### src/rtl/mc_control_unit_if.sv
// Control/handshake bundle between the multi-cycle control unit (master)
// and the instruction memory / datapath side (slave).
interface mc_control_unit_if;
  logic [31:0] instrCode;
  logic        fetchReady;
  logic        ready;
  logic        fetchReq;
  logic        PCEn;
  logic        regFileWe;
  logic [3:0]  aluControl;
  logic        aluSrcMuxSel;
  logic        busWe;
  logic [2:0]  RFWDSrcMuxSel;
  logic        branch;
  logic        jal;
  logic        jalr;
  logic        transfer;
  logic        trap;
  logic [1:0]  trapCause;

  modport master (
    input  instrCode, fetchReady, ready,
    output fetchReq, PCEn, regFileWe, aluControl, aluSrcMuxSel, busWe,
           RFWDSrcMuxSel, branch, jal, jalr, transfer, trap, trapCause
  );

  modport slave (
    output instrCode, fetchReady, ready,
    input  fetchReq, PCEn, regFileWe, aluControl, aluSrcMuxSel, busWe,
           RFWDSrcMuxSel, branch, jal, jalr, transfer, trap, trapCause
  );
endinterface

### src/rtl/mc_control_unit.sv
// Multi-cycle RV32I control FSM with handshaked fetch/bus access and illegal-opcode trap.
// Define MC_CU_BUS_TIMEOUT_EN to add a handshake watchdog that traps stalled transfers.
module mc_control_unit #(
  parameter int unsigned TIMEOUT_CYCLES = 16,
  parameter int unsigned TIMEOUT_W      = $clog2(TIMEOUT_CYCLES + 1)
) (
  input logic               clk,
  input logic               reset,
  mc_control_unit_if.master bus
);

  typedef enum logic [3:0] {
    FETCH, DECODE, R_EXE, I_EXE, B_EXE, LU_EXE, AU_EXE, J_EXE,
    JL_EXE, S_EXE, S_MEM, L_EXE, L_MEM, L_WB, TRAP
  } state_t;

  localparam logic [3:0] ALU_ADD  = 4'b0000;
  localparam logic [3:0] ALU_SRAI = 4'b1101;

  localparam logic [6:0] OP_R     = 7'b0110011;
  localparam logic [6:0] OP_I     = 7'b0010011;
  localparam logic [6:0] OP_B     = 7'b1100011;
  localparam logic [6:0] OP_LUI   = 7'b0110111;
  localparam logic [6:0] OP_AUIPC = 7'b0010111;
  localparam logic [6:0] OP_JAL   = 7'b1101111;
  localparam logic [6:0] OP_JALR  = 7'b1100111;
  localparam logic [6:0] OP_S     = 7'b0100011;
  localparam logic [6:0] OP_L     = 7'b0000011;

  localparam logic [1:0] CAUSE_ILLEGAL = 2'd0;
  localparam logic [1:0] CAUSE_FETCH   = 2'd1;
  localparam logic [1:0] CAUSE_LOAD    = 2'd2;
  localparam logic [1:0] CAUSE_STORE   = 2'd3;

  state_t     state_q, state_d;
  logic [1:0] cause_q, cause_d;
  logic       timeout;

  logic [6:0] opcode;
  logic [2:0] funct3;
  logic       instr30;

  assign opcode  = bus.instrCode[6:0];
  assign funct3  = bus.instrCode[14:12];
  assign instr30 = bus.instrCode[30];

  // Register/immediate fields are decoded by the datapath, not here.
  logic unused_bits;
  assign unused_bits = ^{bus.instrCode[31], bus.instrCode[29:15],
                         bus.instrCode[11:7], (TIMEOUT_W != 0)};

`ifdef MC_CU_BUS_TIMEOUT_EN
  logic                 hs_low;
  logic [TIMEOUT_W-1:0] wd_cnt;

  assign hs_low = ((state_q == FETCH) && !bus.fetchReady) ||
                  (((state_q == S_MEM) || (state_q == L_MEM)) && !bus.ready);

  // Fires on the TIMEOUT_CYCLES-th consecutive stalled cycle of a wait state.
  assign timeout = hs_low && (wd_cnt == TIMEOUT_W'(TIMEOUT_CYCLES - 1));

  always_ff @(posedge clk or posedge reset) begin
    if (reset)                   wd_cnt <= '0;
    else if (state_d != state_q) wd_cnt <= '0;
    else if (hs_low)             wd_cnt <= wd_cnt + TIMEOUT_W'(1);
  end
`else
  assign timeout = 1'b0;
`endif

  // NOTE: sequential state uses non-blocking assignments so every flop samples
  // pre-edge values; blocking here would create order-dependent simulation.
  always_ff @(posedge clk or posedge reset) begin
    if (reset) begin
      state_q <= FETCH;
      cause_q <= CAUSE_ILLEGAL;
    end else begin
      state_q <= state_d;
      cause_q <= cause_d;
    end
  end

  // NOTE: every combinational output gets a default before the case so no
  // path leaves it unassigned, which would otherwise infer a latch.
  always_comb begin
    state_d = state_q;
    cause_d = cause_q;
    unique case (state_q)
      FETCH: begin
        if (bus.fetchReady) state_d = DECODE;
        else if (timeout) begin
          state_d = TRAP;
          cause_d = CAUSE_FETCH;
        end
      end
      DECODE: begin
        unique case (opcode)
          OP_R:     state_d = R_EXE;
          OP_I:     state_d = I_EXE;
          OP_B:     state_d = B_EXE;
          OP_LUI:   state_d = LU_EXE;
          OP_AUIPC: state_d = AU_EXE;
          OP_JAL:   state_d = J_EXE;
          OP_JALR:  state_d = JL_EXE;
          OP_S:     state_d = S_EXE;
          OP_L:     state_d = L_EXE;
          default: begin
            state_d = TRAP;
            cause_d = CAUSE_ILLEGAL;
          end
        endcase
      end
      S_EXE: state_d = S_MEM;
      S_MEM: begin
        if (bus.ready) state_d = FETCH;
        else if (timeout) begin
          state_d = TRAP;
          cause_d = CAUSE_STORE;
        end
      end
      L_EXE: state_d = L_MEM;
      L_MEM: begin
        if (bus.ready) state_d = L_WB;
        else if (timeout) begin
          state_d = TRAP;
          cause_d = CAUSE_LOAD;
        end
      end
      default: state_d = FETCH;
    endcase
  end

  always_comb begin
    bus.fetchReq      = 1'b0;
    bus.PCEn          = 1'b0;
    bus.regFileWe     = 1'b0;
    bus.aluControl    = ALU_ADD;
    bus.aluSrcMuxSel  = 1'b0;
    bus.busWe         = 1'b0;
    bus.RFWDSrcMuxSel = 3'd0;
    bus.branch        = 1'b0;
    bus.jal           = 1'b0;
    bus.jalr          = 1'b0;
    bus.transfer      = 1'b0;
    bus.trap          = 1'b0;
    bus.trapCause     = 2'd0;
    unique case (state_q)
      FETCH: begin
        bus.fetchReq = 1'b1;
        bus.PCEn     = bus.fetchReady;
      end
      R_EXE: begin
        bus.regFileWe  = 1'b1;
        bus.aluControl = {instr30, funct3};
      end
      I_EXE: begin
        bus.regFileWe    = 1'b1;
        bus.aluSrcMuxSel = 1'b1;
        // Only SRAI carries bit 30 into the ALU; elsewhere it is immediate data.
        bus.aluControl   = ({instr30, funct3} == ALU_SRAI) ? ALU_SRAI : {1'b0, funct3};
      end
      B_EXE: begin
        bus.branch     = 1'b1;
        bus.aluControl = {1'b0, funct3};
      end
      LU_EXE: begin
        bus.regFileWe     = 1'b1;
        bus.RFWDSrcMuxSel = 3'd2;
      end
      AU_EXE: begin
        bus.regFileWe     = 1'b1;
        bus.RFWDSrcMuxSel = 3'd3;
      end
      J_EXE: begin
        bus.regFileWe     = 1'b1;
        bus.RFWDSrcMuxSel = 3'd4;
        bus.jal           = 1'b1;
      end
      JL_EXE: begin
        bus.regFileWe     = 1'b1;
        bus.RFWDSrcMuxSel = 3'd4;
        bus.jal           = 1'b1;
        bus.jalr          = 1'b1;
      end
      S_EXE: bus.aluSrcMuxSel = 1'b1;
      S_MEM: begin
        bus.aluSrcMuxSel = 1'b1;
        bus.busWe        = 1'b1;
        bus.transfer     = 1'b1;
      end
      L_EXE: begin
        bus.aluSrcMuxSel  = 1'b1;
        bus.RFWDSrcMuxSel = 3'd1;
      end
      L_MEM: begin
        bus.aluSrcMuxSel  = 1'b1;
        bus.RFWDSrcMuxSel = 3'd1;
        bus.transfer      = 1'b1;
      end
      L_WB: begin
        bus.regFileWe     = 1'b1;
        bus.aluSrcMuxSel  = 1'b1;
        bus.RFWDSrcMuxSel = 3'd1;
      end
      TRAP: begin
        bus.trap      = 1'b1;
        bus.trapCause = cause_q;
      end
      default: ;
    endcase
  end

endmodule

### src/flat_wrapper.sv
// flat-port wrapper written by rule: the top's interface ports become plain ports
module mc_control_unit_flat 
#(
  parameter int unsigned TIMEOUT_CYCLES = 16,
  parameter int unsigned TIMEOUT_W      = $clog2(TIMEOUT_CYCLES + 1)
)
  (clk, reset, bus_instrCode, bus_fetchReady, bus_ready, bus_fetchReq, bus_PCEn, bus_regFileWe, bus_aluControl, bus_aluSrcMuxSel, bus_busWe, bus_RFWDSrcMuxSel, bus_branch, bus_jal, bus_jalr, bus_transfer, bus_trap, bus_trapCause);
  mc_control_unit_if bus_i ();
  input logic clk;
  input logic reset;
  input wire logic [$bits(bus_i.instrCode)-1:0] bus_instrCode;
  input wire logic [$bits(bus_i.fetchReady)-1:0] bus_fetchReady;
  input wire logic [$bits(bus_i.ready)-1:0] bus_ready;
  output wire logic [$bits(bus_i.fetchReq)-1:0] bus_fetchReq;
  output wire logic [$bits(bus_i.PCEn)-1:0] bus_PCEn;
  output wire logic [$bits(bus_i.regFileWe)-1:0] bus_regFileWe;
  output wire logic [$bits(bus_i.aluControl)-1:0] bus_aluControl;
  output wire logic [$bits(bus_i.aluSrcMuxSel)-1:0] bus_aluSrcMuxSel;
  output wire logic [$bits(bus_i.busWe)-1:0] bus_busWe;
  output wire logic [$bits(bus_i.RFWDSrcMuxSel)-1:0] bus_RFWDSrcMuxSel;
  output wire logic [$bits(bus_i.branch)-1:0] bus_branch;
  output wire logic [$bits(bus_i.jal)-1:0] bus_jal;
  output wire logic [$bits(bus_i.jalr)-1:0] bus_jalr;
  output wire logic [$bits(bus_i.transfer)-1:0] bus_transfer;
  output wire logic [$bits(bus_i.trap)-1:0] bus_trap;
  output wire logic [$bits(bus_i.trapCause)-1:0] bus_trapCause;
  assign bus_i.instrCode = bus_instrCode;
  assign bus_i.fetchReady = bus_fetchReady;
  assign bus_i.ready = bus_ready;
  assign bus_fetchReq = bus_i.fetchReq;
  assign bus_PCEn = bus_i.PCEn;
  assign bus_regFileWe = bus_i.regFileWe;
  assign bus_aluControl = bus_i.aluControl;
  assign bus_aluSrcMuxSel = bus_i.aluSrcMuxSel;
  assign bus_busWe = bus_i.busWe;
  assign bus_RFWDSrcMuxSel = bus_i.RFWDSrcMuxSel;
  assign bus_branch = bus_i.branch;
  assign bus_jal = bus_i.jal;
  assign bus_jalr = bus_i.jalr;
  assign bus_transfer = bus_i.transfer;
  assign bus_trap = bus_i.trap;
  assign bus_trapCause = bus_i.trapCause;
  mc_control_unit #(.TIMEOUT_CYCLES(TIMEOUT_CYCLES), .TIMEOUT_W(TIMEOUT_W)) u_core (.clk(clk), .reset(reset), .bus(bus_i));
endmodule
### config.mk
export PLATFORM = sky130hd
export DESIGN_NAME = mc_control_unit_flat
export DESIGN_NICKNAME = d
export VERILOG_FILES = /design/src/rtl/mc_control_unit_if.sv /design/src/rtl/mc_control_unit.sv /design/src/flat_wrapper.sv
export SDC_FILE = /design/constraint.sdc
export NUM_CORES = 1
export LEC_CHECK = 0
export CORE_MARGIN = 1
export CORE_UTILIZATION = 32
export CTS_CLUSTER_DIAMETER = 60
export DETAILED_ROUTE_END_ITERATION = 16
export GPL_TIMING_DRIVEN = 0
export PLACE_DENSITY = 0.8
export SETUP_SLACK_MARGIN = 0.4
export SLEW_MARGIN = 20
export SYNTH_ARGS = -nofsm -noshare
export SYNTH_HDL_FRONTEND = slang
export SYNTH_SLANG_ARGS = --single-unit
### constraint.sdc
create_clock -name clk -period 1.51 [get_ports clk]
set_input_delay 0.151 -clock clk [delete_from_list [all_inputs] [get_ports clk]]
set_output_delay 0.151 -clock clk [all_outputs]
set_load 0.005 [all_outputs]
==> impl_summary.md <==
Outcome
The run finished, with violations left. The checks that failed: negative setup slack.

Power
Dividing total power by cell area gives a power density of around 1600 nW/µm². Total power for the finished layout comes to 2.36 mW. In this run the static leakage power is 0.664 nW. The worst IR drop on VDD is approximately 0.93 mV.

Drt
The highest metal layer with signal wires is met4. For this block, the routed nets add up to around 2.9 mm of wire. The detailed route wirelength on metal2 is 1.52 mm. The via density per instance is ~5.4.

The met3 routed wirelength is roughly 160 µm. The wire length per cell after detailed routing is approximately 16 µm. Once detail routing completed, the nets flagged for antenna violations numbered 0. The number of vias in the routed layout is ~970. For this block, wires on met1 add up to ~1.0 mm. The count of TritonRoute iterations in the first routing pass is 4. The violation count after the first detailed-routing iteration is 17. After detailed routing, the number of remaining DRC violations is 0.

Synth
The number of different library cells in the post-synthesis netlist is between 40 and 50. The fraction of registers with async set or reset after synthesis is between 90% and 100%. The synthesis warning total is 0.

The share of the Yosys chip area taken by registers is between 10% and 20%. In this run, synthesis produced a sequential element count of 4. The average cell area after synthesis is 7.30 µm². For this run, the leading register cell type out of synthesis is dfrtp_1. The cell area after synthesis is ~660 µm². Counting every instance in the synthesized netlist gives between 90 and 100. The number of synthesized flops with an enable pin is 0.

Setup path
The critical path contains buffers and inverters numbering 2 combined. The slowest stage of the critical path belongs to the cell dfrtp_2. On the worst path, the slowest cell contributes a delay of 0.43 ns. The signal on the critical path passes through nand2b_4, o21a_1, nor2_2, buf_4, and2_4, buf_6. The critical path endpoint category is an output port. The type of the worst setup path is reg -> out. The top fanout value on the critical path is 4.

The worst setup path is launched from a flip-flop. For the worst setup path, the data required time is 1.36 ns. Grouping stages by cell kind, the critical path spends the most delay in flip-flops. STA puts the critical path data arrival time at 1.49 ns. The worst register-to-register path has a setup slack of roughly 0.070 ns.

Floorplan
In this run the horizontal extent of the chip is approximately 48 µm. The area inside the core boundary is about 2000 µm². The die covers 2260 µm². The floorplan has 16 rows. In this run the vertical extent of the chip is 47.6 µm. The initial core utilization is about a third. The boundary pin count is 55.

Global routing
The overall fraction of global-route tracks in use is approximately a quarter. The via count of the first global-routing pass came to ~870. The pin count of the biggest net entering global routing is 10. The total overflow left after global routing is 0.

The initial antenna violation count is 0. The wire length of the first global-routing pass is approximately 3.7 mm.

Place
The number of port buffers is 28. Routability-driven placement finished with a final weighted congestion of 0.836. Detailed placement ended at an HPWL of ~1.4 mm. The placed standard-cell area is between 1000 and 1500 µm².

Timing
Setup repair after global routing could not meet its margin everywhere. The post-route minimum period is approximately 1.6 ns. Setup violations remaining at the end of the flow were counted as 10. The final setup slack of the worst path is -0.129 ns. The clock arrives with just over 0.005 ns of skew. Based on the critical path, the design can be clocked at up to between 0.6 and 0.7 GHz. The total count of max-transition violations in the final report was 0. The final hold violation count is 0.

The share of the cycle needed by the critical path after routing is 109%.

Cells and area
The number of nets in the layout is 190. The number of flip-flops in the largest register is 4. The finished layout cell area is 1480 µm².

The fraction of layout cells with a size suffix above 1 is about 68%. The number of antenna diodes is 0. The largest registers in the layout are u_core.state_q: 4 flops.

The area growth from synthesis to layout is 122%. The most flop-heavy register is u_core.state_q.

Clocking
The maximum level of the CTS H-tree is 1. TritonCTS built the clock tree. Counting the buffers created by CTS gives 3.

The clock-pin slew on the worst setup and hold paths is approximately 0.04 ns. The clock latency on the worst-skew pair is approximately 0.24 ns. The clock net in this run drives a total of 4 sinks. In this run the deepest clock path goes through 2 buffers. Buffers inserted to repair hold after CTS numbered 0. The clock tree root driver cell is clkbuf_4.

Min path
The path class of the lowest-slack min-delay path is in -> async.

Job
Across the run, the number of max-cap violations was 0.
-- what timing repair did --
item | 4_1_cts | 5_1_grt
endpoints found under the setup margin | 21 | 21
pin swaps | 18 | 10
setup buffers | 26 | 3
resized for setup | 122 | 13
-- final timing paths --
check / startpoint / to / cells past startpoint
worst min-delay path: reset / u_core.state_q[3] / 2
max in group asynchronous: reset / u_core.state_q[0] / 2
worst min register to register: u_core.state_q[3] / u_core.state_q[2] / 3
worst max register to register: u_core.state_q[0] / u_core.state_q[0] / 6
min in group clk: bus_instrCode[6] / u_core.state_q[0] / 4
worst max-delay path: u_core.state_q[1] / bus_aluControl[0] / 6
-- cell families after synthesis --
| family | Yosys count | synth area share, % |
|---|---|---|
| other cells | 1 | 0.564 |
| xor+xnor | 4 | 5.27 |
| buf+inv | 16 | 12.8 |
| simple gates | 39 | 37.1 |
| flops | 4 | 15.1 |
| mux | 1 | 2.26 |
| compound gates | 26 | 26.9 |
-- worst register-to-register path: cells and delay by family, from the launching register on --
kind	cells	cell delay, ns
AOI/OAI and AO/OA	2	0.27
buffers and inverters	3	0.43
DFF	1	0.46
and+or+nand+nor	1	0.17
-- metal layers --
metal / GRT usage (%) / vias up
met1: 22.4 / 460
li1: - / 448
met2: 44.7 / 43
met5: 0 / -
met4: 17.2 / 0
met3: 4.91 / 14
-- synthesized netlist by cell type (2+ instances only) --
cell type / instances / area share (%)
a21oi_1: 4 / 3.0
a31oi_1: 3 / 2.8
and2_1: 4 / 3.8
buf_2: 8 / 6.0
buf_4: 2 / 2.3
dfrtp_1: 4 / 15
inv_1: 4 / 2.3
nand2_1: 4 / 2.3
nand2b_1: 5 / 4.7
nand3b_1: 2 / 2.3
nor2_1: 8 / 4.5
nor3_1: 4 / 3.0
nor3b_1: 2 / 2.3
o21ai_0: 3 / 2.3
o21bai_1: 2 / 2.3
o31ai_1: 2 / 2.3
xnor2_1: 3 / 4.0
-- where the power goes --
part,internal (mW),total (mW),leakage (nW),switching [mW]
logic,1.11,2.03,0.600,0.924
clock network,0.0891,0.136,0.0138,0.0470
registers,0.148,0.190,0.0509,0.0420
-- placed cells by master, fill, tap and decap left out, types with 3 or more instances in the layout --
cell type / netlist / routed
clkbuf_4: 0 / 3
buf_2: 8 / 17
o21ai_2: 1 / 3
nand2b_4: 1 / 5
nor3_4: 0 / 3
buf_4: 2 / 17
nor2_1: 8 / 5
inv_1: 4 / 4
clkdlybuf4s50_1: 0 / 9
buf_6: 1 / 22
-- area by class of cell --
| class | count | area [µm²] |
|---|---|---|
| multi-input combinational | 72 | 707 |
| fill | 137 | 484 |
| timing repair buffer | 57 | 475 |
| buffer | 11 | 113 |
| sequential | 4 | 103 |
| tap | 27 | 33.8 |
| inverter | 5 | 23.8 |
| clock buffer | 3 | 22.5 |
-- per-stage QoR --
stage	TNS (ns)	hold slack, ns	util [%]	setup WS [ns]	cells
3_3_place_gp	-2.52	0.338	53.4	-0.264	147
2_1_floorplan	0	-0.0831	-	0.335	92
5_1_grt	-1.01	0.113	75.3	-0.177	179
6_report	-0.498	0.0902	75.3	-0.129	179
4_1_cts	-0.224	0.0937	71.1	-0.101	176
3_5_place_dp	-2.87	0.342	53.4	-0.263	147
(Power assumes the default switching activity.)
